--- src/rtl/led_rng_display.sv ---
// Random-pattern LED driver: buffers RNG words and, once per display period,
// shows a fresh on/off or PWM-brightness pattern drawn from the buffered bits.
module led_rng_display #(
  parameter int unsigned NUM_LEDS   = 4,
  parameter int unsigned WORD_WIDTH = 32,
  parameter int unsigned PERIOD     = 50_000_000,
  parameter int unsigned PWM_BITS   = 4
) (
  input  logic                  clock,
  input  logic                  clear,
  input  logic                  mode,
  input  logic [WORD_WIDTH-1:0] in_data,
  input  logic                  in_valid,
  output logic                  in_ready,
  output logic [NUM_LEDS-1:0]   leds,
  output logic                  underrun
);

  localparam int unsigned CNT_W    = $clog2(WORD_WIDTH + 1);
  localparam int unsigned PER_W    = $clog2(PERIOD);
  localparam int unsigned NEED_OFF = NUM_LEDS;
  localparam int unsigned NEED_PWM = NUM_LEDS * PWM_BITS;

  logic [PER_W-1:0]                   period_cnt;
  logic [PWM_BITS-1:0]                pwm_cnt;
  logic [WORD_WIDTH-1:0]              buffer;
  logic [WORD_WIDTH-1:0]              shifted;
  logic [CNT_W-1:0]                   count;
  logic [CNT_W-1:0]                   need;
  logic [NUM_LEDS-1:0][PWM_BITS-1:0]  duty;
  logic [NUM_LEDS-1:0][PWM_BITS-1:0]  duty_next;
  logic [NUM_LEDS-1:0]                leds_next;
  logic                               pending;
  logic                               applied_mode;
  logic                               tick;
  logic                               have_bits;
  logic                               load;
  logic                               consume;

  assign need      = mode ? CNT_W'(NEED_PWM) : CNT_W'(NEED_OFF);
  assign tick      = (period_cnt == PER_W'(PERIOD - 1));
  assign have_bits = (count >= need);
  assign in_ready  = !have_bits;
  assign load      = in_valid && in_ready;
  assign consume   = (tick || pending) && have_bits;
  assign shifted   = mode ? (buffer >> NEED_PWM) : (buffer >> NEED_OFF);

  // Field extraction for the next pattern; on/off fields are one bit wide.
  always_comb begin
    duty_next = duty;
    for (int unsigned i = 0; i < NUM_LEDS; i++) begin
      if (mode) duty_next[i] = buffer[i*PWM_BITS +: PWM_BITS];
      else      duty_next[i] = PWM_BITS'(buffer[i]);
    end
  end

  always_comb begin
    leds_next = '0;
    for (int unsigned i = 0; i < NUM_LEDS; i++) begin
      leds_next[i] = applied_mode ? (duty[i] > pwm_cnt) : duty[i][0];
    end
  end

  always_ff @(posedge clock or posedge clear) begin
    if (clear) begin
      period_cnt   <= '0;
      pwm_cnt      <= '0;
      buffer       <= '0;
      count        <= '0;
      duty         <= '0;
      pending      <= 1'b0;
      applied_mode <= 1'b0;
      leds         <= '0;
      underrun     <= 1'b0;
    end else begin
      period_cnt <= tick ? '0 : PER_W'(period_cnt + 1'b1);
      pwm_cnt    <= PWM_BITS'(pwm_cnt + 1'b1);
      leds       <= leds_next;
      underrun   <= tick && pending && !have_bits;

      // Load and consume never coincide: their count conditions are disjoint.
      if (load) begin
        buffer <= in_data;
        count  <= CNT_W'(WORD_WIDTH);
      end else if (consume) begin
        buffer       <= shifted;
        count        <= CNT_W'(count - need);
        duty         <= duty_next;
        applied_mode <= mode;
      end

      // A tick landing on the consume of a pending update is absorbed.
      if (consume)                 pending <= 1'b0;
      else if (tick && !have_bits) pending <= 1'b1;
    end
  end

endmodule

--- config.mk ---
export PLATFORM = sky130hd
export DESIGN_NAME = led_rng_display
export DESIGN_NICKNAME = d
export VERILOG_FILES = /design/src/rtl/led_rng_display.sv
export SDC_FILE = /design/constraint.sdc
export NUM_CORES = 1
export LEC_CHECK = 0
export ABC_AREA = 1
export BUFFER_PORTS_ARGS = -buffer_cell sky130_fd_sc_hd__buf_2
export CORE_UTILIZATION = 60
export DETAILED_ROUTE_END_ITERATION = 16
export MAX_ROUTING_LAYER = met4
export PLACE_DENSITY = 0.82
export RECOVER_POWER = 25
export SYNTH_ARGS = -nofsm -noshare
export SYNTH_HDL_FRONTEND = slang
export SYNTH_SLANG_ARGS = --single-unit
export TNS_END_PERCENT = 30
--- constraint.sdc ---
create_clock -name clock -period 5.82 [get_ports clock]
set_clock_uncertainty 0.2 [all_clocks]
set_input_delay 0 -clock clock [delete_from_list [all_inputs] [get_ports clock]]
set_output_delay 0 -clock clock [all_outputs]
set_load 0.05 [all_outputs]
== After elaboration in Yosys (flattened, before gate mapping) ==
Cells that the tools add are included.

* Bits in registers: 91
* Bits of input ports: 36
* Output and inout port bits: 6
* Logic and storage cells: 49

* Add/subtract/negate cells: 3
* $lt $le $gt $ge: 5
* Equality and inequality tests: 1
* Multiplexer cells: 17
* Bitwise logic cells: 1
* Reduce and logical (&&, ||, !) cells: 10

{| class="wikitable"
|+ Operators by type and width
! kind !! count
|-
| $mux W32 || 2
|-
| $mux W28 || 1
|-
| $add A26 B1 Y26 const B || 1
|-
| $eq A26 B26 Y1 const B || 1
|-
| $mux W26 || 1
|-
| $gt A4 B4 Y1 || 4
|-
| $mux W4 || 4
|-
| $mux W6 || 2
|-
| $ge A6 B5 Y1 || 1
|-
| $mux W1 || 6
|-
| $sub A6 B5 Y6 || 1
|-
| $logic_and A1 B1 Y1 || 5
|-
| $mux W5 || 1
|-
| $add A4 B1 Y4 const B || 1
|-
| $reduce_bool A2 Y1 || 2
|-
| $reduce_and A2 Y1 || 1
|-
| $logic_not A1 Y1 || 1
|-
| $logic_or A1 B1 Y1 || 1
|-
| $not A1 Y1 || 1
|}

== Logic depth before layout (Yosys ltp) ==
* Depth after elaboration: 6
* Depth in mapped cells: 16
* Mapped depth without buffers: 13

== Least setup slack after synthesis ==
No wires, ideal clock.

* Path kind: input-to-reg
* Start: in mode
* End: reg buffer[0]
* Setup time: 0.116 ns
* Arrival time: 2.284 ns
* Data required time: 5.504 ns
* Path slack: 3.219 ns
* Stages on the path: 16
* Buffers on the path: 4
* Path through: inv_1 clkbuf_1 clkbuf_1 ha_1 ha_1 inv_1 nand2_1 nand3_4 inv_1 nand2_1 buf_4 buf_2 o211ai_1 nand2_1 nand2_1 nand2_1

* Longest elaborated chain between the ends: 5
* Elaborated cells on any way between the ends: 9
* Classes of those cells: order compare: 1; mux: 4; reduce/logical: 4

{| class="wikitable"
|+ RTL lines
! element !! line !! RTL
|-
| start: declaration || 11 || <nowiki>input logic mode,</nowiki>
|-
| $mux W5 * || 40 || <nowiki>assign need = mode ? CNT_W'(NEED_PWM) : CNT_W'(NEED_OFF);</nowiki>
|-
| $ge A6 B5 Y1 * || 42 || <nowiki>assign have_bits = (count >= need);</nowiki>
|-
| $logic_not A1 Y1 * || 43 || <nowiki>assign in_ready = !have_bits;</nowiki>
|-
| named net in_ready || 14 || <nowiki>output logic in_ready,</nowiki>
|-
| $logic_and A1 B1 Y1 * || 44 || <nowiki>assign load = in_valid && in_ready;</nowiki>
|-
| $mux W32 / $reduce_bool A2 Y1 (equally long branches) || - ||
|-
| end signal: assignment || 83 || <nowiki>buffer <= in_data;</nowiki>
|-
| end signal: assignment || 86 || <nowiki>buffer <= shifted;</nowiki>
|-
| end: declaration || 26 || <nowiki>logic [WORD_WIDTH-1:0] buffer;</nowiki>
|}

Mark *: on every way through the listed nets, which the timed path passes. The rest lies on a longest branch. The select of a mux whose other input is x is not followed.
A chain may end at the register's enable or synchronous reset.

== Worst setup path in the final report ==
* Start: in mode
* End: reg buffer[10]

* Longest elaborated chain between the ends: 5
* Elaborated cells on any way between the ends: 9
* Classes of those cells: order compare: 1; mux: 4; reduce/logical: 4

{| class="wikitable"
|+ RTL lines
! element !! line
|-
| $mux W5 || 40
|-
| $ge A6 B5 Y1 || 42
|-
| $logic_not A1 Y1 || 43
|-
| $logic_and A1 B1 Y1 || 44
|-
| $mux W32 / $reduce_bool A2 Y1 (equally long branches) || -
|}

Parallel ways exist; a longest one is shown, timed or not. The select of a mux whose other input is x is not followed.

==> parameters.txt <==
Parameter                              Value

Floorplanning
  Number of rows in the core area ... 33
  Die footprint ... 8950 um2
  Width of the die ... 94.6 um
  Vertical die dimension ... 94.6 um
  Number of ports placed on the die boundary ... 42
  Initial Utilization ... 0.623
  Core area ... 8260 um2

CTS
  Number of H-tree levels ... 3
  Setup Buffers After CTS ... 0
  Root Driver ... sky130_fd_sc_hd__clkbuf_8
  Post-CTS Hold Fix Bufs ... 34
  Worst-skew pair later-pin latency ... 0.36 ns
  CTS tree ... done
  Longest Clk Path Bufs ... 2
  Clock sinks ... 89
  Cts bufs inserted ... 9
  Count of cells resized by post-cts repair ... 0
  Clock slew seen by the registers of the worst setup and hold paths ... 0.10 ns

Detailed routing
  DRC ... 0
  Final routed wire length divided by cell count ... 15.0 um
  Drt first pass iters ... 5
  Initial detailed-routing violation count ... 425
  Via density per instance ... 5.55
  Total number of vias ... 4510
  Total Routed Length ... 12100 um
  Antenna-violating nets left ... 0

Status
  Result of the run ... finished, violations left
  Violations in the final reports ... max-capacitance violations, max-slew violations

Critical path
  CP delay by family, top ... buffers and inverters
  Origin of the critical flop-to-flop path ... count[2]
  Worst Setup Start Kind ... input port
  Data required time at the worst endpoint ... 5.92 ns
  Classification of the worst setup path ... input port to flip-flop
  Reg2Reg Setup Slack ... 2.60 ns
  Worst endpoint data arrival time ... 4.24 ns
  Most common cell type on the critical path ... sky130_fd_sc_hd__nand2_1
  Maximum fanout encountered on the critical timing path ... 32
  R2r worst-path depth ... 13
  Setup crit end kind ... flip-flop
  Worst path buffer plus inverter count ... 5
  CP peak stage delay ... 0.89 ns
  Cells along the critical path ... dlygate4sd3_1 > buf_2 > inv_1 > ha_1 > nand2_1 > nand3_4 > inv_1 > nand2_2 > inv_1 > nand2_1 > nand2_1 > nand2_1 > nand2_1
  Slowest-stage cell, CP ... sky130_fd_sc_hd__inv_1
  Reg2reg end ... buffer[10]

Power and ir drop
  Leakage power ... 2.98 nW
  Relative contribution of the clock network to total power ... 0.276
  Gate power share ... 0.254
  Switching share of power ... 0.340
  P_sw ... 0.599 mW
  Internal Pwr Total ... 1.16 mW
  Relative contribution of sequential cells to total power ... 0.470
  Power Dens Cells ... 300 nW/um2
  Worst supply voltage drop on vdd ... 0.000251 V
  Overall power after layout ... 1.76 mW

Logic synthesis
  Mapped Nets ... 697
  Portion of synthesized cell area occupied by the leading cell type ... 0.433
  Syn. warnings ... 0
  Largest cells by area after synthesis ... sky130_fd_sc_hd__dfrtp_1 43%, sky130_fd_sc_hd__nand2_1 16%, sky130_fd_sc_hd__ha_1 5.1%
  Post-synthesis area per instance ... 8.04 um2
  Largest area contributor in the synthesized netlist ... sky130_fd_sc_hd__dfrtp_1
  Area of the mapped netlist ... 5140 um2
  Number of unique standard cell types used by synthesis ... 37
  Post-synthesis sequential element count ... 89
  Gate count of the mapped netlist ... 640
  Register area share after synthesis ... 0.433

STA
  Tightest Pin Transition ... 2.15 ns
  Setup-violating endpoint count in the final report ... 0
  Final hold violation count ... 0
  Achievable frequency ... 0.242 GHz
  Portion of the clock cycle consumed by the worst path in the final layout ... 0.710
  Setup total negative slack ... 0 ns
  Final max-slew violation count ... 90
  Setup repair after global routing missed its margin ... false
  Relative max-transition margin ... -0.433
  Time the final worst path needs with I/O delays and setup ... 4.13 ns

Global routing
  Pin count of the biggest net entering global routing ... 90
  Vias in the first global route ... 4239
  Total congestion overflow after global routing ... 0
  Global-route wire length before repair ... 19800 um
  Antenna violations before repair ... 0
  GRT Resource Usage Total ... 0.298

Cells and area
  Area delta synth->final ... 14.1%
  Post-layout net count ... 759
  Fraction of final layout cells with drive strength greater than 1 ... 0.140
  Fill cells ... 636
  Total inserted antenna cells ... 0

Flow run
  Number of violations of the max-capacitance limit ... 1

Hold path
  Path class of the lowest-slack min-delay path ... input port to flip-flop
  Hold-critical path depth ... 4
  Hold path start ... in_valid
  End of the worst hold path ... buffer[7]

Place
  GPL Wtd Cong ... 0.954
  HPWL reported at the end of detailed placement ... 7690 um
  Number of buffer cells added on primary ports ... 41
[per-stage QoR]
step | area [um2] | instances | setup WS [ns] | utilization | hold slack [ns]
floorplan | 5140 | 640 | 3.22 | - | -0.0831
global placement | 5330 | 762 | 2.22 | 0.645 | 0.00233
detailed placement | 5330 | 762 | 2.01 | 0.645 | 0.0125
CTS | 5890 | 812 | 1.80 | 0.714 | 0.160
global route | 5870 | 812 | 1.32 | 0.710 | 0.210
finish | 5870 | 812 | 1.69 | 0.710 | 0.165
[how the worst max path moves through the flow]
stage               startpoint    endpoint  slack [ns]  cells past startpoint
detailed placement        mode   buffer[2]        2.01                     14
global placement          mode   buffer[2]        2.22                     14
CTS                       mode  buffer[16]        1.80                     15
global route              mode  buffer[10]        1.32                     13
finish                    mode  buffer[10]        1.69                     13
floorplan                 mode   buffer[0]        3.22                     16
[flip-flops by register name, indices dropped and copies added, names as in the netlist]
name          count
leds              4
pwm_cnt           4
underrun          1
count             4
pending           1
duty             16
buffer           32
period_cnt       26
applied_mode      1
[worst register-to-register path: cells and delay by family, from the launching register on]
family	cells	cell delay [ns]
fa+ha+maj	2	0.31
buf+inv	4	1.13
flops	1	0.39
simple gates	7	1.13
[cells in the final DEF, fill, tap and decap left out, types with 9 or more instances in the layout]
cell type                       count
sky130_fd_sc_hd__nand2_1          222
sky130_fd_sc_hd__dfrtp_1           89
sky130_fd_sc_hd__nor2_1            49
sky130_fd_sc_hd__nand3_1           46
sky130_fd_sc_hd__inv_1             43
sky130_fd_sc_hd__buf_2             35
sky130_fd_sc_hd__dlygate4sd3_1     34
sky130_fd_sc_hd__ha_1              21
sky130_fd_sc_hd__nand3_2           20
sky130_fd_sc_hd__o211ai_1          17
sky130_fd_sc_hd__xor2_1            12
sky130_fd_sc_hd__o21ai_0           12
sky130_fd_sc_hd__nor3_1            10
sky130_fd_sc_hd__a21oi_1           10
sky130_fd_sc_hd__o21ai_1           10
sky130_fd_sc_hd__clkbuf_8          10
sky130_fd_sc_hd__or2_2              9
[kinds of logic after synthesis]
| kind of cell | synth area share |
|---|---|
| flip-flops | 0.433 |
| AO/OA/AOI/OAI | 0.0655 |
| adder cells (fa/ha/maj) | 0.0511 |
| buffers and inverters | 0.0681 |
| XOR/XNOR | 0.0290 |
| multiplexers | 0.00584 |
| AND/OR/NAND/NOR | 0.347 |
[power by group through the flow]
stage / clock network, mW / logic [mW] / registers, mW
4_1_cts: 0.487 / 0.437 / 0.823
2_1_floorplan: 0 / 0.332 / 0.814
6_report: 0.486 / 0.446 / 0.828
3_5_place_dp: 0 / 0.416 / 0.834
5_1_grt: 0.511 / 0.498 / 0.838
3_3_place_gp: 0 / 0.396 / 0.830
[cell usage after synthesis]
cell type and instances:
sky130_fd_sc_hd__a21boi_0 1, sky130_fd_sc_hd__a21o_1 2, sky130_fd_sc_hd__a21oi_1 10, sky130_fd_sc_hd__buf_12 2
sky130_fd_sc_hd__buf_2 12, sky130_fd_sc_hd__buf_4 1, sky130_fd_sc_hd__buf_6 3, sky130_fd_sc_hd__clkbuf_1 8
sky130_fd_sc_hd__dfrtp_1 89, sky130_fd_sc_hd__ha_1 21, sky130_fd_sc_hd__inv_1 44, sky130_fd_sc_hd__inv_2 2
sky130_fd_sc_hd__inv_4 1, sky130_fd_sc_hd__mux2i_1 3, sky130_fd_sc_hd__nand2_1 223, sky130_fd_sc_hd__nand2_2 2
sky130_fd_sc_hd__nand2_4 3, sky130_fd_sc_hd__nand2_8 1, sky130_fd_sc_hd__nand3_1 46, sky130_fd_sc_hd__nand3_2 20
sky130_fd_sc_hd__nand3_4 1, sky130_fd_sc_hd__nand3b_1 3, sky130_fd_sc_hd__nand4_1 8, sky130_fd_sc_hd__nor2_1 47
sky130_fd_sc_hd__nor2_2 3, sky130_fd_sc_hd__nor2_4 3, sky130_fd_sc_hd__nor2_8 1, sky130_fd_sc_hd__nor3_1 10
sky130_fd_sc_hd__nor3b_1 1, sky130_fd_sc_hd__o211ai_1 17, sky130_fd_sc_hd__o21ai_0 12, sky130_fd_sc_hd__o21ai_1 10
sky130_fd_sc_hd__o21bai_1 1, sky130_fd_sc_hd__o22ai_1 3, sky130_fd_sc_hd__or2_2 9, sky130_fd_sc_hd__xnor2_1 5
sky130_fd_sc_hd__xor2_1 12
[routing by layer]
| layer | track usage | wire length, um | vias up | share of wire |
|---|---|---|---|---|
| li1 | - | - | 2200 | - |
| met1 | 0.401 | 5440 | 2132 | 0.45 |
| met2 | 0.471 | 5830 | 156 | 0.48 |
| met3 | 0.0370 | 642 | 22 | 0.053 |
| met4 | 0.0972 | 227 | 0 | 0.019 |
| met5 | - | 0 | - | 0 |
[final cells by class]
class / count / area (um2) / share of cell area
well taps: 105 / 131 / 0.0224
inverters: 47 / 180 / 0.0307
clock inverters: 6 / 90.1 / 0.0154
repair buffers: 77 / 551 / 0.0939
multi-input cells: 478 / 2550 / 0.435
flip-flops and latches: 89 / 2230 / 0.380
clock buffers: 10 / 138 / 0.0235
Note: power is estimated with default switching activity, not from simulation.
